[src/rtl/regfile_dump_reader.sv]
// ---------------------------------------------------------------------------
// regfile_dump_reader
//   Walks register-file addresses FIRST_REG..LAST_REG through a spare
//   combinational read port and streams {addr, data} pairs over a
//   valid/ready interface, then pulses done for one cycle.
//
// Optional feature macro: REGDUMP_CHECKSUM_EN
//   defined   -> dump_csum is a running sum of the captured words
//   undefined -> dump_csum is tied to 0 and no adder is built
//
// Ports
//   clk, rst       clock, asynchronous active-high reset
//   start          begin a dump (sampled only in IDLE)
//   abort          synchronous cancel of a dump in progress
//   rf_readreg     spare read-port address (always equals the pointer)
//   rf_readdata    combinational read data for rf_readreg
//   dump_valid/dump_ready/dump_addr/dump_data   output word stream
//   dump_csum      running checksum
//   busy           high in READ and DRAIN
//   done           one-cycle pulse after the last word transfers
// ---------------------------------------------------------------------------
module regfile_dump_reader #(
    parameter int ADDR_W    = 5,
    parameter int DATA_W    = 32,
    parameter int FIRST_REG = 0,
    parameter int LAST_REG  = 31
) (
    input  logic              clk,
    input  logic              rst,
    input  logic              start,
    input  logic              abort,
    output logic [ADDR_W-1:0] rf_readreg,
    input  logic [DATA_W-1:0] rf_readdata,
    output logic              dump_valid,
    input  logic              dump_ready,
    output logic [ADDR_W-1:0] dump_addr,
    output logic [DATA_W-1:0] dump_data,
    output logic [DATA_W-1:0] dump_csum,
    output logic              busy,
    output logic              done
);

    localparam logic [ADDR_W-1:0] FIRST_A = ADDR_W'(FIRST_REG);
    localparam logic [ADDR_W-1:0] LAST_A  = ADDR_W'(LAST_REG);

    typedef enum logic [1:0] {S_IDLE, S_READ, S_DRAIN, S_DONE} state_e;

    state_e            state_q, state_d;
    logic [ADDR_W-1:0] ptr_q;
    logic              valid_q;
    logic [ADDR_W-1:0] addr_q;
    logic [DATA_W-1:0] data_q;

    logic active;   // READ or DRAIN: the states abort applies to
    logic capture;  // load a new word into the output register
    logic at_last;
    logic xfer;

    assign active  = (state_q == S_READ) || (state_q == S_DRAIN);
    // abort wins over a capture in the same cycle
    assign capture = (state_q == S_READ) && (!valid_q || dump_ready) && !abort;
    assign at_last = (ptr_q == LAST_A);
    assign xfer    = valid_q && dump_ready;

    // ---------------- FSM: state register ----------------
    always_ff @(posedge clk or posedge rst) begin
        if (rst) state_q <= S_IDLE;
        else     state_q <= state_d;
    end

    // ---------------- FSM: next state ----------------
    always_comb begin
        state_d = state_q;
        case (state_q)
            S_IDLE:  if (start) state_d = S_READ;
            S_READ: begin
                if (abort)                   state_d = S_IDLE;
                else if (capture && at_last) state_d = S_DRAIN;
            end
            S_DRAIN: begin
                if (abort)     state_d = S_IDLE;
                else if (xfer) state_d = S_DONE;
            end
            S_DONE:  state_d = S_IDLE;
            default: state_d = S_IDLE;
        endcase
    end

    // ---------------- FSM: outputs ----------------
    always_comb begin
        busy = 1'b0;
        done = 1'b0;
        case (state_q)
            S_READ, S_DRAIN: busy = 1'b1;
            S_DONE:          done = 1'b1;
            default: ;
        endcase
    end

    // ---------------- datapath ----------------
    always_ff @(posedge clk or posedge rst) begin
        if (rst) begin
            ptr_q   <= FIRST_A;
            valid_q <= 1'b0;
            addr_q  <= '0;
            data_q  <= '0;
        end else if (active && abort) begin
            valid_q <= 1'b0;
            ptr_q   <= FIRST_A;
        end else if (capture) begin
            data_q  <= rf_readdata;
            addr_q  <= ptr_q;
            valid_q <= 1'b1;
            // pointer parks on LAST_REG; it is rewound on DONE or abort
            if (!at_last) ptr_q <= ptr_q + 1'b1;
        end else if (state_q == S_DRAIN && xfer) begin
            valid_q <= 1'b0;
        end else if (state_q == S_DONE) begin
            ptr_q <= FIRST_A;
        end
    end

`ifdef REGDUMP_CHECKSUM_EN
    logic [DATA_W-1:0] csum_q;

    always_ff @(posedge clk or posedge rst) begin
        if (rst)                             csum_q <= '0;
        else if (state_q == S_IDLE && start) csum_q <= '0;
        else if (capture)                    csum_q <= csum_q + rf_readdata;
    end

    assign dump_csum = csum_q;
`else
    assign dump_csum = '0;
`endif

    assign rf_readreg = ptr_q;
    assign dump_valid = valid_q;
    assign dump_addr  = addr_q;
    assign dump_data  = data_q;

endmodule

[config.mk]
export PLATFORM = sky130hd
export DESIGN_NAME = regfile_dump_reader
export DESIGN_NICKNAME = d
export VERILOG_FILES = /design/src/rtl/regfile_dump_reader.sv
export SDC_FILE = /design/constraint.sdc
export NUM_CORES = 1
export LEC_CHECK = 0
export BUFFER_PORTS_ARGS = -buffer_cell sky130_fd_sc_hd__buf_4
export CORE_ASPECT_RATIO = 1.4
export CORE_UTILIZATION = 45
export CTS_CLUSTER_SIZE = 10
export DETAILED_ROUTE_END_ITERATION = 8
export HOLD_SLACK_MARGIN = 0.05
export PLACE_DENSITY = 0.76
export SYNTH_ARGS = -nofsm -noshare
export SYNTH_HDL_FRONTEND = slang
export SYNTH_SLANG_ARGS = --single-unit
[constraint.sdc]
create_clock -name clk -period 2.6 [get_ports clk]
set_clock_uncertainty 0.15 [all_clocks]
set_input_delay 0.39 -clock clk [delete_from_list [all_inputs] [get_ports clk]]
set_output_delay 0.39 -clock clk [all_outputs]
set_load 0.02 [all_outputs]
## Word level (Yosys, flattened, before mapping)

Index checks and enable logic that the tools add are counted.

| storage, ports and cells | value |
|---|---|
| register bits | 45 |
| output and inout port bits | 77 |
| word-level logic and storage cells | 49 |

| cells by class | value |
|---|---|
| reduce and logical (&&, ||, !) cells | 17 |
| add/sub/neg operators | 1 |
| multiplexer cells | 16 |
| eq/ne operators | 9 |
| bitwise logic cells | 1 |

Operators with widths:

| kind | number |
|---|---|
| 2-to-1 mux 5 bit | 5 |
| 2-to-1 mux 2 bit | 5 |
| case mux 2 bit (4 select lines) | 1 |
| logical AND 1 bit | 6 |
| inequality test 3 x 2 -> 1 bit (second input constant) | 2 |
| inequality test 3 bit (second input constant) | 2 |
| AND reduction 3 bit | 2 |
| nonzero test 3 bit | 2 |
| adder 5 x 1 -> 5 bit (second input constant) | 1 |
| equality test 5 bit (second input constant) | 1 |
| 2-to-1 mux 1 bit | 5 |
| equality test 2 bit (second input constant) | 2 |
| equality test 2 x 1 -> 1 bit (second input constant) | 1 |
| zero test 1 bit | 2 |
| zero test 2 bit | 1 |
| logical OR 1 bit | 2 |
| inequality test 2 bit (second input constant) | 1 |
| AND reduction 2 bit | 1 |
| OR reduction 2 bit | 1 |
| NOT 1 bit | 1 |

## Longest topological paths before layout

Gate-level depths: netlist of run 1.

| logic depth | value |
|---|---|
| word-level depth | 8 |
| depth in mapped cells | 8 |
| gate-level depth less buffers | 8 |

## Worst setup path before layout of run 1

Ideal clock, no wire load.

| path | value |
|---|---|
| kind | register to register |
| start point | register ptr_q[0] (netlist: rf_readreg[0]) |
| end point | register ptr_q[3] (netlist: rf_readreg[3]) |
| setup slack | 0.247 ns |
| clock period less this slack | 2.353 ns |
| data required time | 2.381 ns |
| library setup time | 0.069 ns |
| cell stages (with the launch flop) | 9 |
| data arrival time | 2.134 ns |
| cells stage by stage | dfrtp_1 -> ha_1 -> and3_1 -> ha_1 -> or2b_1 -> nor3_1 -> a221oi_2 -> or4b_1 -> nand3_1 |

| on the way | value |
|---|---|
| word-level cells in the longest chain between the ends | 4 |
| elaborated cells on any way between the ends | 7 |
| classes of those cells | 1 x add/sub; 2 x eq/ne; 3 x mux; 1 x reduce/logical |

Ends and longest elaborated chain:

| item | RTL line | text |
|---|---|---|
| from (decl) | 49 | `logic [ADDR_W-1:0] ptr_q;` |
| from (signal assigned) | 115 | `if (!at_last) ptr_q <= ptr_q + 1'b1;` |
| adder 5 x 1 -> 5 bit | 115 |  |
| 2-to-1 mux 5 bit | 115 |  |
| 2-to-1 mux 5 bit | 110 | `end else if (capture) begin` |
| 2-to-1 mux 5 bit | 107 | `end else if (active && abort) begin` |

Several ways; a longest one is shown, not always the timed one. The select of a mux whose other input is x is not followed.
A chain may end at the register's enable or synchronous reset.

## Worst setup path in the final report of run 1

Ends and elaborated chain as after synthesis.

==> results of run 1 <==
cell usage after synthesis, drive strengths merged:
| master | number | area share, % |
|---|---|---|
| and3 | 1 | 0.29 |
| or3 | 1 | 0.35 |
| a221oi | 1 | 0.71 |
| nor3 | 3 | 0.71 |
| a22oi | 1 | 0.35 |
| a21o | 2 | 0.76 |
| or4b | 1 | 0.47 |
| o22ai | 1 | 0.29 |
| mux2 | 37 | 20 |
| conb | 1 | 0.18 |
| nand3 | 3 | 0.71 |
| ha | 6 | 3.5 |
| o21ai | 5 | 1.2 |
| inv | 5 | 0.88 |
| buf | 36 | 12 |
| a22o | 1 | 0.41 |
| dfrtp | 45 | 53 |
| or2b | 1 | 0.35 |
| nor2 | 3 | 0.53 |
| a21oi | 2 | 0.47 |
| a21boi | 1 | 0.35 |
| and2b | 1 | 0.41 |
| nand2b | 2 | 0.59 |
| nand2 | 10 | 1.8 |
repair_timing:
| action | 4_1_cts | 5_1_grt |
|---|---|---|
| hold buffers | 1 | 0 |
| endpoints found under the setup margin | 0 | 0 |
| endpoints found under the hold margin | 15 | 0 |
layout make-up:
type | instances | area (um2) | area share, %
Multi-Input combinational cell | 115 | 847 | 29.7
Clock buffer | 7 | 86.3 | 3.03
Tap cell | 62 | 77.6 | 2.72
Timing Repair Buffer | 88 | 663 | 23.3
Inverter | 5 | 18.8 | 0.659
Clock inverter | 1 | 30.0 | 1.05
Sequential cell | 45 | 1130 | 39.5
metal layers:
layer / vias up / global-route usage, % / wire length (um)
met5: - / 0 / 0
met4: 0 / 5.71 / 55
met3: 5 / 3.43 / 184
met2: 62 / 30.9 / 2190
met1: 707 / 16.8 / 1450
li1: 692 / - / -
stage by stage:
stage | instance area (um2) | utilization (%)
after floorplan | 2240 | -
after global placement | 2720 | 60.0
after detailed placement | 2720 | 60.0
after CTS | 2850 | 62.8
after global routing | 2850 | 62.8
final | 2850 | 62.8
how the worst max path moves through the flow:
stage / endpoint / slack, ns / cells past startpoint
2_1_floorplan: rf_readreg[3] / 0.25 / 8
3_3_place_gp: rf_readreg[3] / 0.34 / 8
3_5_place_dp: rf_readreg[3] / 0.29 / 8
4_1_cts: rf_readreg[3] / 0.26 / 8
5_1_grt: rf_readreg[3] / 0.18 / 8
6_report: rf_readreg[3] / 0.28 / 8
logic make-up (layout without fill, tap and decap cells):
kind of cell	Yosys count	after routing	synth area share [%]
adders and majority gates	6	6	3.53
and+or+nand+nor	26	26	6.17
buffers and inverters	41	101	13.1
AOI/OAI and AO/OA	14	14	4.53
DFF	45	45	52.9
other	1	32	0.176
muxes	37	37	19.6
placed cells by master (no fill, tap or decap), types with 3 or more instances in the layout:
cell type	n
nand3_1	3
nand2_1	10
clkbuf_8	6
ha_1	6
buf_4	87
inv_1	4
mux2_2	37
conb_1	32
dfrtp_1	45
nor3_1	3
o21ai_0	5
state kept, by name, indices dropped and copies added, names as in the netlist:
register,cells
rf_readreg,5
state_q,2
dump_valid,1
dump_data,32
dump_addr,5
report_power, final:
part           switching [W]  total, W  internal [W]
Combinational       0.000910   0.00177      0.000857
Sequential          0.000174   0.00119       0.00101
Clock               0.000216  0.000529      0.000313
Total                0.00130   0.00348       0.00218
==> results.json, run 1 <==
{
  "outcome": "completed",
  "power_w": 0.00348,
  "worstPathMaxFanout": 6,
  "ctsResizeCount": 0,
  "clockBufferDepth": 2,
  "num-fill-cells": 380,
  "routed_via_density": 4.54,
  "period_minus_slack_ns": 2.32,
  "core_mm2": 0.00454,
  "path_cells": "ha_1 -> and3_1 -> ha_1 -> or2b_1 -> nor3_1 -> a221oi_2 -> or4b_1 -> nand3_1",
  "period_share_pct": 89.4,
  "cts_root_buf": "clkbuf_8",
  "start_kind": "register",
  "ys_warn_count": 0,
  "cpMaxStageDelayCell": "or4b_1",
  "crit_path_frequent_cell": "ha_1",
  "rows": 29,
  "grtUsageTotal_pct": 16.4,
  "ys_seq_area_share_pct": 52.9,
  "max_stage_delay_ns": 0.50,
  "hp-start": "rf_readdata[5]",
  "timing.setup.tns_ns": 0,
  "cp.required_ns": 2.68,
  "totalWireLength_um": 3880,
  "cts_tree": "done",
  "htree_levels": 2,
  "r2r-end": "rf_readreg[3]",
  "worstPathArrival_ns": 2.40,
  "setup_slack_ns": 0.276,
  "criticalPathCategory": "reg -> reg",
  "initial_core_util_pct": 46.9,
  "hold_violations": 0,
  "post_drt_wl_per_cell_um": 12.0,
  "syn-cell-area_mm2": 0.00213,
  "grt_antenna_before_repair": 0,
  "grt_overflow": 0,
  "holdPathStages": 2,
  "drv_cap": 0,
  "die_h_um": 83.4,
  "final_cells": 323,
  "synth_seq_cells": 45,
  "clk_latency_ns": 0.29,
  "drive_gt1_share_pct": 52.5,
  "hp-class": "in -> reg",
  "power_density_mw_per_mm2": 1220,
  "finalSetupViolCount": 0,
  "maxSlewViolCount": 0,
  "p_leak_nw": 1.44,
  "syn_to_final_growth_pct": 33.9,
  "dp_cells": 314,
  "diodes": 0,
  "syn_area_per_cell_um2": 12.5,
  "hold_ws_ns": 0.177,
  "dr.pass1.iters": 4,
  "portBuffers": 81,
  "hpwl_um": 3060,
  "clock.fmax_mhz": 430,
  "gp_congestion": 0.854,
  "drt_iter0_markers": 28,
  "netlist_instances": 170,
  "vdd_ir_drop_max_v": 0.000763,
  "startpoint": "rf_readreg[0]",
  "ant_nets": 0,
  "numCtsBuffers": 5,
  "critPathTopFamily": "simple AND/OR/NAND/NOR gates",
  "drc": 0,
  "grt_pass1_wl_um": 6150,
  "cts.sinks": 45,
  "die-area_mm2": 0.00501,
  "boundaryPins": 114,
  "vias": 1466,
  "fin_nets": 303,
  "ys_types": 26,
  "die_w_um": 60.1,
  "reg2reg_from": "rf_readreg[0]",
  "reg2reg_depth": 8,
  "first_global_vias": 1470,
  "rsz0062_at_grt": "false",
  "cp-end-kind": "register",
  "r2r_slack_ns": 0.28,
  "grt_max_degree": 18,
  "critPathBufInv": 0,
  "postCtsSetupBuffers": 0,
  "holdPathEnd": "dump_data[5]",
  "pre_cts_slack_ns": 0.292,
  "clk_pin_slew_worst_paths_ns": 0.08
}
Note: power is estimated with default switching activity, not from simulation.
==> run 2, diff against run 1 <==
- CORE_UTILIZATION: 45 -> 25
- PLACE_DENSITY: 0.76 -> 0.46
==> run 2 against run 1 <==
Net effect: worst setup slack improved by 0.040 ns; combinational power about the same; hold slack better by 0.0089 ns; non-clock buffer count fell by 2; final cell count is 12% higher; first-iteration DRC count rose by 21%; sequential cell count did not move; critical path depth unchanged; maximum frequency increased by 1.7%; via count is 0.48% higher; largest cell class unchanged.
==> results.json, run 2 (synthesized netlist as in run 1, its figures left out) <==
{
  "outcome": "completed",
  "fin_nets": 301,
  "initial_core_util_pct": 26.0,
  "p_seq_share_pct": 32.2,
  "period_minus_slack_ns": 2.28,
  "grt_overflow": 0,
  "postCtsSetupBuffers": 0,
  "die_h_um": 111,
  "cts_root_buf": "clkbuf_16",
  "clock.fmax_mhz": 438,
  "hp-class": "in -> reg",
  "hpwl_um": 3280,
  "largest_reg_flops": 32,
  "clockBufferDepth": 2,
  "grt_pass1_wl_um": 7440,
  "rsz0062_at_grt": "false",
  "cts_tree": "done",
  "vdd_ir_drop_max_v": 0.000460,
  "mostFrequentLayoutCell": "buf_4",
  "die_w_um": 80.0,
  "final_util_pct": 36.1,
  "period_share_pct": 87.9,
  "diodes": 0,
  "cts.sinks": 45,
  "dr.pass1.iters": 4,
  "first_global_vias": 1517,
  "rows": 39,
  "drv_cap": 0,
  "numCtsBuffers": 5,
  "gp_congestion": 0.752,
  "p_switching_w": 0.00136,
  "drt_iter0_markers": 34,
  "grtUsageTotal_pct": 10.9,
  "finalSetupViolCount": 0,
  "p_leak_nw": 1.46,
  "post_drt_wl_per_cell_um": 12.3,
  "cp-end-kind": "register",
  "final_cells": 361,
  "cp.required_ns": 2.67,
  "hp-start": "rf_readdata[31]",
  "portBuffers": 81,
  "reg2reg_from": "rf_readreg[1]",
  "htree_levels": 2,
  "cpMaxStageDelayCell": "or4b_1",
  "criticalPathCategory": "reg -> reg",
  "start_kind": "register",
  "grt_max_degree": 42,
  "boundaryPins": 114,
  "hold_violations": 0,
  "worstPathMaxFanout": 5,
  "routed_via_density": 4.08,
  "clk_latency_ns": 0.28,
  "critPathTopFamily": "simple AND/OR/NAND/NOR gates",
  "core_mm2": 0.00820,
  "totalWireLength_um": 4460,
  "power_density_mw_per_mm2": 1250,
  "grt_antenna_before_repair": 0,
  "maxSlewViolCount": 0,
  "path_cells": "ha_1 -> and3_1 -> ha_1 -> or2b_1 -> nor3_1 -> a221oi_2 -> or4b_1 -> nand3_1",
  "timing.setup.tns_ns": 0,
  "die-area_mm2": 0.00889,
  "clockPowerShare_pct": 20.1,
  "ant_nets": 0,
  "dp_cells": 352,
  "mostFrequentLayoutCells": "84 x buf_4, 45 x dfrtp_1, 37 x mux2_2",
  "syn_to_final_growth_pct": 38.9,
  "drc": 0,
  "crit_path_frequent_cell": "ha_1",
  "clk_pin_slew_worst_paths_ns": 0.07,
  "vias": 1473,
  "pwr-share-comb_pct": 47.7,
  "critPathBufInv": 0,
  "worstPathArrival_ns": 2.36,
  "p_int_w": 0.00235,
  "switching_share_pct": 36.6,
  "max_stage_delay_ns": 0.50,
  "drive_gt1_share_pct": 52.5,
  "startpoint": "rf_readreg[1]"
}
==> run 2: cell types whose count changed in the layout (fill, tap and decap cells not counted), sizes merged <==
cell / before / now
clkbuf: 7 / 6
buf: 87 / 85
clkinvlp: 0 / 1
==> run 2: final cells by class <==
| type | instances | area (um2) |
|---|---|---|
| Tap cell | 102 | 128 |
| Clock buffer | 6 | 139 |
| Multi-Input combinational cell | 115 | 847 |
| Clock inverter | 2 | 37.5 |
| Fill cell | 834 | 5240 |
| Sequential cell | 45 | 1130 |
| Inverter | 5 | 18.8 |
| Timing Repair Buffer | 86 | 661 |
==> run 2: worst paths after layout <==
path | end | slack [ns] | cells past startpoint
min in group asynchronous | dump_data[30] | 0.47 | 3
worst min register to register | dump_data[4] | 0.36 | 1
worst max-delay path | rf_readreg[3] | 0.32 | 8
max in group asynchronous | state_q[1] | 1.24 | 4
worst min-delay path | dump_data[31] | 0.19 | 2
worst max register to register | rf_readreg[3] | 0.32 | 8
==> run 2: metal layers <==
metal / wire [um] / GRT usage, % / vias up / part of all wire (%)
met5: 0 / 0 / - / 0
met4: 42 / 3.93 / 0 / 0.94
met1: 1740 / 13.0 / 719 / 39
met2: 2400 / 18.4 / 67 / 54
li1: - / - / 683 / -
met3: 272 / 2.72 / 4 / 6.1
==> run 2: what timing repair did <==
item	4_1_cts	5_1_grt
gates resized for setup	0	0
endpoints found under the hold margin	12	0
hold buffers	1	0
==> run 2: power by group through the flow <==
stage / registers, W / clock network, W / logic [W]
6_report: 0.00119 / 0.000743 / 0.00177
5_1_grt: 0.00124 / 0.000809 / 0.00189
4_1_cts: 0.00120 / 0.000779 / 0.00180
3_5_place_dp: 0.00121 / 0 / 0.00179
3_3_place_gp: 0.00120 / 0 / 0.00179
2_1_floorplan: 0.00155 / 0 / 0.000752
==> run 2: per-stage QoR <==
stage               hold WS, ns  power, W  area, um2  setup slack, ns
CTS                       0.175   0.00378       2960            0.293
global placement          0.226   0.00300       2770            0.337
finish                    0.186   0.00371       2960            0.316
floorplan                 0.366   0.00230       2240            0.247
detailed placement        0.236   0.00301       2770            0.307
global route              0.172   0.00394       2960            0.138
==> run 3, diff against run 2 <==
- RECOVER_POWER: not set -> 25
==> run 3 against run 2 <==
Net effect: clock power is essentially flat; register-to-register slack is essentially flat; via count grew 0.48%; hold slack is essentially flat; critical endpoint unchanged; largest cell class unchanged; largest power group unchanged.
==> results.json, run 3 (synthesized netlist as in run 1, its figures left out) <==
{
  "fin_nets": 301,
  "core_mm2": 0.00820,
  "power_density_mw_per_mm2": 1250,
  "cp.required_ns": 2.67,
  "finalSetupViolCount": 0,
  "crit_path_frequent_cell": "ha_1",
  "rsz0062_at_grt": "false",
  "drv_cap": 0,
  "diodes": 0,
  "cts_root_buf": "clkbuf_16",
  "period_minus_slack_ns": 2.28,
  "cts.sinks": 45,
  "p_switching_w": 0.00136,
  "num-fill-cells": 842,
  "drt_iter0_markers": 33,
  "grt_max_degree": 42,
  "boundaryPins": 114,
  "outcome": "completed",
  "hold_violations": 0,
  "max_stage_delay_ns": 0.50,
  "p_seq_share_pct": 32.6,
  "start_kind": "register",
  "multi_input_comb_area_um2": 847,
  "final_util_pct": 35.7,
  "clockPowerShare_pct": 20.4,
  "dr.pass1.iters": 4,
  "totalWireLength_um": 4450,
  "switching_share_pct": 37.1,
  "clk_pin_slew_worst_paths_ns": 0.07,
  "mostFrequentLayoutCell": "buf_4",
  "grtUsageTotal_pct": 10.9,
  "vias": 1480,
  "die_w_um": 80.0,
  "grt_antenna_before_repair": 0,
  "period_share_pct": 87.9,
  "numCtsBuffers": 5,
  "post_drt_wl_per_cell_um": 12.3,
  "cts_tree": "done",
  "portBuffers": 81,
  "clk_latency_ns": 0.28,
  "final-seq-area_mm2": 0.00113,
  "largest_reg_flops": 32,
  "p_int_w": 0.00230,
  "criticalPathCategory": "reg -> reg",
  "maxSlewHeadroom_pct": 50.3,
  "r2r_slack_ns": 0.32,
  "routed_via_density": 4.10,
  "hp-class": "in -> reg",
  "first_global_vias": 1517,
  "cpMaxStageDelayCell": "or4b_1",
  "clock.fmax_mhz": 438,
  "die_h_um": 111,
  "clockBufferDepth": 2,
  "drc": 0,
  "grt_pass1_wl_um": 7440,
  "die-area_mm2": 0.00889,
  "maxSlewViolCount": 0,
  "worstPathMaxFanout": 5,
  "worstPathArrival_ns": 2.36,
  "syn_to_final_growth_pct": 37.3,
  "gp_congestion": 0.752,
  "timing.setup.tns_ns": 0,
  "cp-end-kind": "register",
  "rows": 39,
  "mostFrequentLayoutCells": "74 x buf_4, 45 x dfrtp_1, 37 x mux2_2",
  "initial_core_util_pct": 26.0,
  "drive_gt1_share_pct": 48.6,
  "p_leak_nw": 1.43,
  "htree_levels": 2,
  "hpwl_um": 3280,
  "vdd_ir_drop_max_v": 0.000444,
  "postCtsSetupBuffers": 0,
  "ant_nets": 0,
  "tightest_slew_ns": 0.746,
  "path_cells": "ha_1 -> and3_1 -> ha_1 -> or2b_1 -> nor3_1 -> a221oi_2 -> or4b_1 -> nand3_1",
  "grt_overflow": 0,
  "pwr-share-comb_pct": 47.0
}
## run 3: cell count changes in the layout (fill, tap and decap cells not counted)
cell / delta
buf_4: -10
clkbuf_1: +9
clkbuf_4: +1
inv_1: +1
inv_2: -1
## run 3: cell type report
cell class | instances | area share [%]
inverters | 5 | 0.642
well taps | 102 | 4.37
clock inverters | 2 | 1.28
repair buffers | 86 | 21.4
clock buffers | 6 | 4.75
multi-input cells | 115 | 29.0
flip-flops and latches | 45 | 38.5
## run 3: path summary, 6_finish.rpt
check | startpoint | to | cells past startpoint
hold / removal | rf_readdata[31] | dump_data[31] | 2
hold reg to reg | dump_data[4] | dump_data[4] | 1
min in group asynchronous | rst | dump_data[30] | 3
setup reg to reg | rf_readreg[1] | rf_readreg[3] | 8
setup / recovery | rf_readreg[1] | rf_readreg[3] | 8
max in group asynchronous | rst | rf_readreg[0] | 4
## run 3: critical path, delay by kind of cell (launching register included)
kind	cells	cell delay, ns
AOI/OAI and AO/OA	1	0.06
and+or+nand+nor	5	1.20
adders and majority gates	2	0.40
DFF	1	0.43
## run 3: power groups by stage
stage,Sequential [W],Clock [W],Combinational (W)
2_1_floorplan,0.00155,0,0.000752
5_1_grt,0.00124,0.000809,0.00184
3_5_place_dp,0.00121,0,0.00179
4_1_cts,0.00120,0.000779,0.00180
6_report,0.00119,0.000744,0.00171
3_3_place_gp,0.00120,0,0.00179
## run 3: what timing repair did
item,4_1_cts,5_1_grt
gates resized for setup,0,0
hold buffers,1,0
endpoints found under the hold margin,12,0
## run 3: stage by stage
step	cell area (um2)	power (W)	hold WS, ns	setup WS [ns]	cells
after global routing	2920	0.00389	0.172	0.138	361
after global placement	2770	0.00300	0.226	0.337	352
after floorplan	2240	0.00230	0.366	0.247	201
after detailed placement	2770	0.00301	0.236	0.307	352
after CTS	2960	0.00378	0.175	0.293	361
final	2920	0.00365	0.186	0.316	361
## run 3: routing by layer
layer | up-vias | global-route usage (%) | wire length [um]
met4 | 0 | 3.93 | 42
met5 | - | 0 | 0
met2 | 67 | 18.4 | 2400
met3 | 4 | 2.72 | 274
met1 | 726 | 13.0 | 1730
li1 | 683 | - | -
